<file path="src/rtl/counter_pkg.sv">
// Shared definitions for the counter run-control sequencer and its bench.
package counter_pkg;

  // Width of Data/Count/ReqStart/ReqLimit; must match the downstream counter.
  localparam int COUNT_WIDTH = 6;

  // Sequencer states: preset the counter, let it run, report completion.
  typedef enum logic [1:0] {
    IDLE = 2'd0,
    LOAD = 2'd1,
    RUN  = 2'd2,
    DONE = 2'd3
  } counter_seq_state_t;

endpackage

</file>
<file path="src/rtl/counter_seq.sv">
// Run-control sequencer for a loadable up-counter.
// Accepts one {start, limit} job per handshake, presets the counter, lets it
// run until Count reaches limit, then pulses Done for one cycle. Pause freezes
// the count while running; Abort drops the job without a Done pulse.
module counter_seq
  import counter_pkg::*;
#(
  parameter int WIDTH = COUNT_WIDTH
) (
  input  logic             Clock,
  input  logic             Reset,
  input  logic             ReqValid,
  output logic             ReqReady,
  input  logic [WIDTH-1:0] ReqStart,
  input  logic [WIDTH-1:0] ReqLimit,
  input  logic             Pause,
  input  logic             Abort,
  input  logic [WIDTH-1:0] Count,
  output logic             Load,
  output logic             Enable,
  output logic [WIDTH-1:0] Data,
  output logic             Busy,
  output logic             Done
);

  counter_seq_state_t state;
  logic [WIDTH-1:0]   start_reg;
  logic [WIDTH-1:0]   limit_reg;
  logic               at_limit;

  // Count is only meaningful while the counter is running under our control.
  assign at_limit = (Count == limit_reg);

  // Job FSM with captured start/limit; Abort outranks the limit match.
  always_ff @(posedge Clock or posedge Reset) begin
    if (Reset) begin
      state     <= IDLE;
      start_reg <= '0;
      limit_reg <= '0;
    end else begin
      case (state)
        IDLE: begin
          if (ReqValid) begin
            start_reg <= ReqStart;
            limit_reg <= ReqLimit;
            state     <= LOAD;
          end else begin
            state     <= IDLE;
          end
        end
        LOAD: begin
          state <= Abort ? IDLE : RUN;
        end
        RUN: begin
          if (Abort) begin
            state <= IDLE;
          end else if (at_limit) begin
            state <= DONE;
          end else begin
            state <= RUN;
          end
        end
        DONE: begin
          state <= IDLE;
        end
        default: begin
          state <= IDLE;
        end
      endcase
    end
  end

  // Output decode from the state register; Enable must see Count and Pause
  // in the same cycle so the counter stops exactly on limit.
  always_comb begin
    ReqReady = 1'b0;
    Load     = 1'b0;
    Enable   = 1'b0;
    Busy     = 1'b1;
    Done     = 1'b0;
    Data     = start_reg;
    case (state)
      IDLE: begin
        ReqReady = 1'b1;
        Busy     = 1'b0;
      end
      LOAD: begin
        Load   = 1'b1;
        Enable = 1'b1;
      end
      RUN: begin
        if (at_limit) begin
          Enable = 1'b0;
        end else begin
          Enable = ~Pause;
        end
      end
      DONE: begin
        Done = 1'b1;
      end
      default: begin
        ReqReady = 1'b0;
        Busy     = 1'b1;
      end
    endcase
  end

endmodule

</file>
<file path="config.mk">
export PLATFORM = sky130hd
export DESIGN_NAME = counter_seq
export DESIGN_NICKNAME = d
export VERILOG_FILES = /design/src/rtl/counter_pkg.sv /design/src/rtl/counter_seq.sv
export SDC_FILE = /design/constraint.sdc
export NUM_CORES = 1
export LEC_CHECK = 0
export CAP_MARGIN = 20
export CORE_UTILIZATION = 35
export CTS_CLUSTER_DIAMETER = 100
export DETAILED_ROUTE_END_ITERATION = 16
export PLACE_DENSITY_LB_ADDON = 0.2
export SLEW_MARGIN = 5
export SYNTH_ARGS = -nofsm -noshare
export SYNTH_HDL_FRONTEND = slang
export SYNTH_SLANG_ARGS = --single-unit
export TNS_END_PERCENT = 5
</file>
<file path="constraint.sdc">
create_clock -name Clock -period 1.45 [get_ports Clock]
set_clock_uncertainty 0.05 [all_clocks]
set_input_delay 0.2175 -clock Clock [delete_from_list [all_inputs] [get_ports Clock]]
set_output_delay 0.2175 -clock Clock [all_outputs]
set_load 0.005 [all_outputs]
</file>
## After elaboration in Yosys (flattened, before gate mapping)

Index checks and enable logic that the tools add are counted.

- Register bits: 14
- Bits of input ports: 23
- Output and inout port bits: 11

- Eq/ne operators: 4
- Muxes and demuxes: 11
- Bitwise gates (word level): 1
- Reductions and logical operators: 2

Operators by type and width:

| kind | number |
|---|---|
| $pmux W2 S4 | 1 |
| $mux W1 | 7 |
| $eq A6 B6 Y1 | 1 |
| $eq A2 B2 Y1 const B | 2 |
| $mux W2 | 2 |
| $eq A2 B1 Y1 const B | 1 |
| $logic_not A2 Y1 | 1 |
| $pmux W1 S2 | 1 |
| $reduce_and A2 Y1 | 1 |
| $not A1 Y1 | 1 |

## Depth between registers and ports, before layout

Gate-level depths: netlist of the first run.

- Word-level depth: 4
- Gate-level depth with buffers: 5
- Gate-level depth less buffers: 5

## Least setup slack after synthesis of the first run

Ideal clock, no wire load.

- Kind: register -> register
- From: reg state[0]
- To: reg start_reg[0] (netlist: Data[0])
- Arrival: 1.215 ns
- Path slack: 0.060 ns
- Stages on the path, launching flop included: 6
- Cells stage by stage: dfrtp_1 inv_1 ha_1 nand2_2 buf_6 mux2_4

- Longest elaborated chain between the ends: 2

RTL lines:

| item | line | source |
|---|---|---|
| start: declaration | counter_seq.sv:26 | `counter_seq_state_t state;` |
| start signal: assignment | counter_seq.sv:52 | `state <= Abort ? IDLE : RUN;` |
| $logic_not A2 Y1 | counter_seq.sv:41 | `case (state)` |
| $reduce_and A2 Y1 (no source line) | n/a |  |
| end signal: assignment | counter_seq.sv:44 | `start_reg <= ReqStart;` |
| end: declaration | counter_seq.sv:27 | `logic [WIDTH-1:0] start_reg;` |

No other way between the ends.
A chain may end at the register's enable or synchronous reset.

## Final worst setup path of the first run

- From: reg state[0]
- To: out Enable

- Longest elaborated chain between the ends: 2

RTL lines:

| item | line | source |
|---|---|---|
| $eq A2 B2 Y1 / $eq A2 B1 Y1 (equally long branches) | counter_seq.sv:82 | `case (state)` |
| $pmux W1 S2 (*) | counter_seq.sv:82 |  |
| end: declaration | counter_seq.sv:20 | `output logic Enable,` |

Mark *: on every way between the ends. The rest lies on a longest branch, timed or not.

==> flow_summary.ini, run 1 <==
[floorplanning]
core_region_area_sq_um = 1800
die_area_sq_um = 2210
ioPinCount = 34
die_h_um = 47.0
rows = 15
start_util_pct = 39.3
die_x_um = 47.0

[timing]
slew_headroom_pct = 65.8
max_freq_ghz = 0.582
drv_slew = 0
fin_crit_sh_pct = 118
hold_violations = 0
setup_viol = 2
rsz0062_at_grt = true
period_needed_ns = 1.72
fin_ws_ns = -0.267
tightest_slew_ns = 0.513

[critical_path]
worst_ep_arrival_time_ns = 1.45
critPathKind = reg2out
cp_slowest_cell = dfrtp_1
crit_required_ns = 1.18
cp-startpoint = state[0]
r2r_start = state[1]
crit_chain = buf_6, ha_4, o311a_1, buf_2
critPathCaptureType = output pin
cp_slowest_stage_delay_ns = 0.42
start_kind = flop
worstPathMaxFanout = 4

[global_routing]
grt_max_degree = 15
antenna_found_initial = 0
track_usage_pct = 13.6
first_global_vias = 536
grt-ovfl-total = 0
grt_pass1_wl_mm = 2.10

[routing]
drt_pass1_iterations = 4
vias = 523
vias_per_cell = 4.32
drtIter0Drc = 4
ant_nets = 0
drc = 0
wl_per_cell_um = 11.4
totalWireLength_mm = 1.37

[logic_synthesis]
ys_types = 15
ys_seq_elements = 14
ys_seq_area_share_pct = 49.5
yosys_warnings = 0
netlist_area_sq_um = 708
synth_nets = 78
syn-mean-instance-area_sq_um = 13.9
synthCells = 51

[status]
status = finished, violations left
violations = setup timing

[layout]
drive_above_1_share_pct = 38.5
diodes = 0
nets = 124
final_common_cell = clkdlybuf4s50_1
area_delta_synth_final_pct = 73.3
post-route-util_pct = 68.1
mostFrequentLayoutCells = clkdlybuf4s50_1, dfrtp_1, mux2_4
final_cell_count_no_fill = 121

[cts]
cts.sinks = 14
cts_tree = yes
clk_latency_ns = 0.27
clk_path_buf_depth = 2
clk_pin_slew_ns = 0.08
cts-root-buf = clkbuf_4
cts_buffers = 3
htree_levels = 1

[power]
p_leak_nw = 0.598
ir_worst_vdd_v = 0.000822
finalPower_w = 0.00121
p_per_area_nw_per_um2 = 984

[place]
placed_cells = 114
io_buffers = 33
dp.final_hpwl_mm = 1.06
gp_congestion = 0.777

[hold_path]
hp-class = in2async

[flow_run]
cap_violations = 0
-- cells in the mapped netlist --
cell	number	area [sq um]
nand2_1	1	3.75
buf_6	1	11.3
dfrtp_1	14	350
o21ai_0	1	5.00
nand2_2	1	6.26
nand4_1	2	12.5
xnor2_1	6	52.6
o21a_1	1	7.51
mux2_4	9	135
o311a_1	1	10.0
mux2_2	3	33.8
a21o_1	1	7.51
ha_1	4	50.1
nor2_1	1	3.75
inv_1	5	18.8
-- per-layer routing --
layer	vias up	GRT usage (%)	share of wire [%]
li1	264	-	-
met1	240	16.2	45
met2	19	24.4	49
met3	0	4.62	5.8
met4	0	1.71	0
met5	-	0	0
-- final timing paths --
check	slack (ns)	cells past startpoint	end
max	-0.27	4	Enable
min	0.22	2	Data[2]
max reg2reg	0.01	6	Data[1]
min reg2reg	0.47	1	Data[2]
max in group asynchronous	0.79	2	state[0]
min in group Clock	0.47	1	Data[2]
-- worst max-delay path, delay by kind of cell (launching register included) --
family                     cells  cell delay, ns
AOI/OAI and AO/OA              1            0.35
adders and majority gates      1            0.16
buffers and inverters          2            0.26
DFF                            1            0.42
-- cells by family after synthesis --
group                      after synthesis  share of synthesized area [%]
muxes                                   12                           23.9
xor gates and xnor gates                 6                           7.42
buffers and inverters                    6                           4.24
and+or+nand+nor                          5                           3.71
DFF                                     14                           49.5
adders and majority gates                4                           7.07
AOI/OAI and AO/OA                        4                           4.24
-- through the flow --
step / setup TNS [ns] / hold slack, ns / setup slack [ns] / instance area, sq um
floorplan: 0 / 0.0567 / 0.0599 / 708
global placement: -0.596 / 0.439 / -0.526 / 1120
detailed placement: -0.702 / 0.441 / -0.544 / 1120
CTS: -0.445 / 0.229 / -0.275 / 1220
global route: -0.846 / 0.260 / -0.326 / 1230
finish: -0.318 / 0.220 / -0.267 / 1230
-- layout make-up --
cell class              count  area [sq um]
well taps                  25          31.3
clock buffers               4          36.3
multi-input cells          31           392
inverters                   5          18.8
flip-flops and latches     14           350
repair buffers             42           399
fillers                   148           574
-- power by group --
part	switching [W]	total [W]	internal (W)
Clock	0.000119	0.000272	0.000152
Sequential	0.0000489	0.000506	0.000457
Combinational	0.000123	0.000430	0.000307
-- repair_timing --
action,in CTS,in global routing
setup endpoints to repair,16,18
buffers inserted,3,0
hold buffers,0,0
pin swaps,4,0
resized for setup,22,8
Note: power is estimated with default switching activity, not from simulation.
==> run 2, diff against run 1 <==
--- a/config.mk
+++ b/config.mk
@@ -6,7 +6,9 @@
 export NUM_CORES = 1
 export LEC_CHECK = 0
 export CAP_MARGIN = 20
-export CORE_UTILIZATION = 35
+export CELL_PAD_IN_SITES_DETAIL_PLACEMENT = 1
+export CELL_PAD_IN_SITES_GLOBAL_PLACEMENT = 1
+export CORE_UTILIZATION = 27
 export CTS_CLUSTER_DIAMETER = 100
 export DETAILED_ROUTE_END_ITERATION = 16
 export PLACE_DENSITY_LB_ADDON = 0.2
==> flow_summary.ini, run 2 (synthesis results as in run 1) <==
[routing]
vias_per_cell = 4.37
vias = 555
totalWireLength_mm = 1.62
ant_nets = 0
drtIter0Drc = 3
drt_pass1_iterations = 2
wl_per_cell_um = 12.7
drc = 0

[status]
status = finished, violations left
violations = setup timing

[critical_path]
worstPathMaxFanout = 3
cp-startpoint = state[0]
cp_slowest_stage_delay_ns = 0.46
cp_slowest_cell = dfrtp_2
crit_path_end = Enable
worst_ep_arrival_time_ns = 1.44
r2r_start = state[0]
critPathKind = reg2out
critPathCaptureType = output pin
r2r_end = limit_reg[3]
r2r_slack_ns = 0.06
start_kind = flop
crit_chain = ha_4, buf_4, a21o_1, o311a_1, buf_2
crit_required_ns = 1.18
reg2reg_depth = 5

[timing]
slew_headroom_pct = 64.9
drv_slew = 0
fin_hold_ws_ns = 0.209
tightest_slew_ns = 0.526
fin_crit_sh_pct = 118
period_needed_ns = 1.70
fin_ws_ns = -0.254
max_freq_ghz = 0.587
rsz0062_at_grt = true
setup_tns_ns = -0.310
hold_violations = 0
setup_viol = 2

[floorplanning]
die_h_um = 53.2
core_region_area_sq_um = 2480
ioPinCount = 34
start_util_pct = 28.6
die_area_sq_um = 2830
rows = 18
die_x_um = 53.2

[cts]
clk_path_buf_depth = 2
cts_buffers = 3
cts.sinks = 14
hold_buffers = 0
clk_pin_slew_ns = 0.08
htree_levels = 1
cts-root-buf = clkbuf_4
clk_latency_ns = 0.29
cts_tree = yes

[layout]
area_delta_synth_final_pct = 77.0
diodes = 0
drive_above_1_share_pct = 42.3
final_common_cell = clkdlybuf4s50_1
mostFrequentLayoutCells = clkdlybuf4s50_1, dfrtp_1, mux2_4
nets = 125

[place]
io_buffers = 33
dp.final_hpwl_mm = 1.12
gp_congestion = 0.776

[hold_path]
hp-class = in2async

[flow_run]
cap_violations = 0

[power]
power.clock.fraction_pct = 23.8
internal_power_w = 0.000899
combPwrFrac_pct = 34.0
switching_share_pct = 25.2
p_per_area_nw_per_um2 = 959
switching_power_w = 0.000303
seq_power_share_pct = 42.3
p_leak_nw = 0.628
ir_worst_vdd_v = 0.000557

[global_routing]
grt_max_degree = 15
grt-ovfl-total = 0
antenna_found_initial = 0
first_global_vias = 601
track_usage_pct = 12.8
grt_pass1_wl_mm = 2.49
==> run 2: worst max-delay path, delay by kind of cell (launching register included) <==
kind            cells  cell delay [ns]
buf+inv             2             0.24
fa+ha+maj           1             0.18
flops               1             0.46
compound gates      2             0.26
==> run 2: worst min path at each step <==
| stage | startpoint | endpoint | slack [ns] | depth (start not counted) |
|---|---|---|---|---|
| global route | Reset | Data[5] | 0.27 | 2 |
| detailed placement | Data[3] | Data[3] | 0.44 | 1 |
| CTS | Reset | Data[0] | 0.22 | 2 |
| floorplan | Reset | Data[0] | 0.06 | 1 |
| global placement | Data[4] | Data[4] | 0.45 | 1 |
| finish | Reset | Data[0] | 0.21 | 2 |
==> run 2: timing repair <==
item                                    CTS  global route
setup buffers                             3             0
endpoints found under the hold margin     0             0
gates resized for setup                  26            14
endpoints found under the setup margin    8            13
pin swaps                                 5             6
==> run 2: stage by stage <==
step	total power (W)	setup WS (ns)	instances	util [%]	cell area (sq um)
after floorplan	0.000686	0.0599	51	-	708
after global placement	0.000894	-0.535	120	45.6	1130
after detailed placement	0.000898	-0.540	120	45.6	1130
after CTS	0.00121	-0.306	127	48.6	1200
after global routing	0.00128	-0.336	127	50.6	1250
final	0.00120	-0.254	127	50.6	1250
==> run 2: final cells by class <==
class                   count  area, sq um
flip-flops and latches     14          352
repair buffers             43          422
fillers                   264         1220
clock buffers               4         36.3
well taps                  30         37.5
inverters                   5         18.8
multi-input cells          31          388
==> run 2: power groups by stage <==
stage	sequential, W	combinational (W)	clock [W]
floorplan	0.000503	0.000183	0
global placement	0.000505	0.000389	0
detailed placement	0.000506	0.000391	0
CTS	0.000503	0.000406	0.000298
global route	0.000516	0.000440	0.000321
finish	0.000508	0.000408	0.000286
==> run 2: routing by layer <==
| metal | GRT usage, % | share of wire, % | vias to the layer above |
|---|---|---|---|
| li1 | - | - | 265 |
| met1 | 13.9 | 41 | 266 |
| met2 | 21.9 | 51 | 20 |
| met3 | 5.17 | 6.1 | 4 |
| met4 | 5.26 | 1.4 | 0 |
| met5 | 0 | 0 | - |
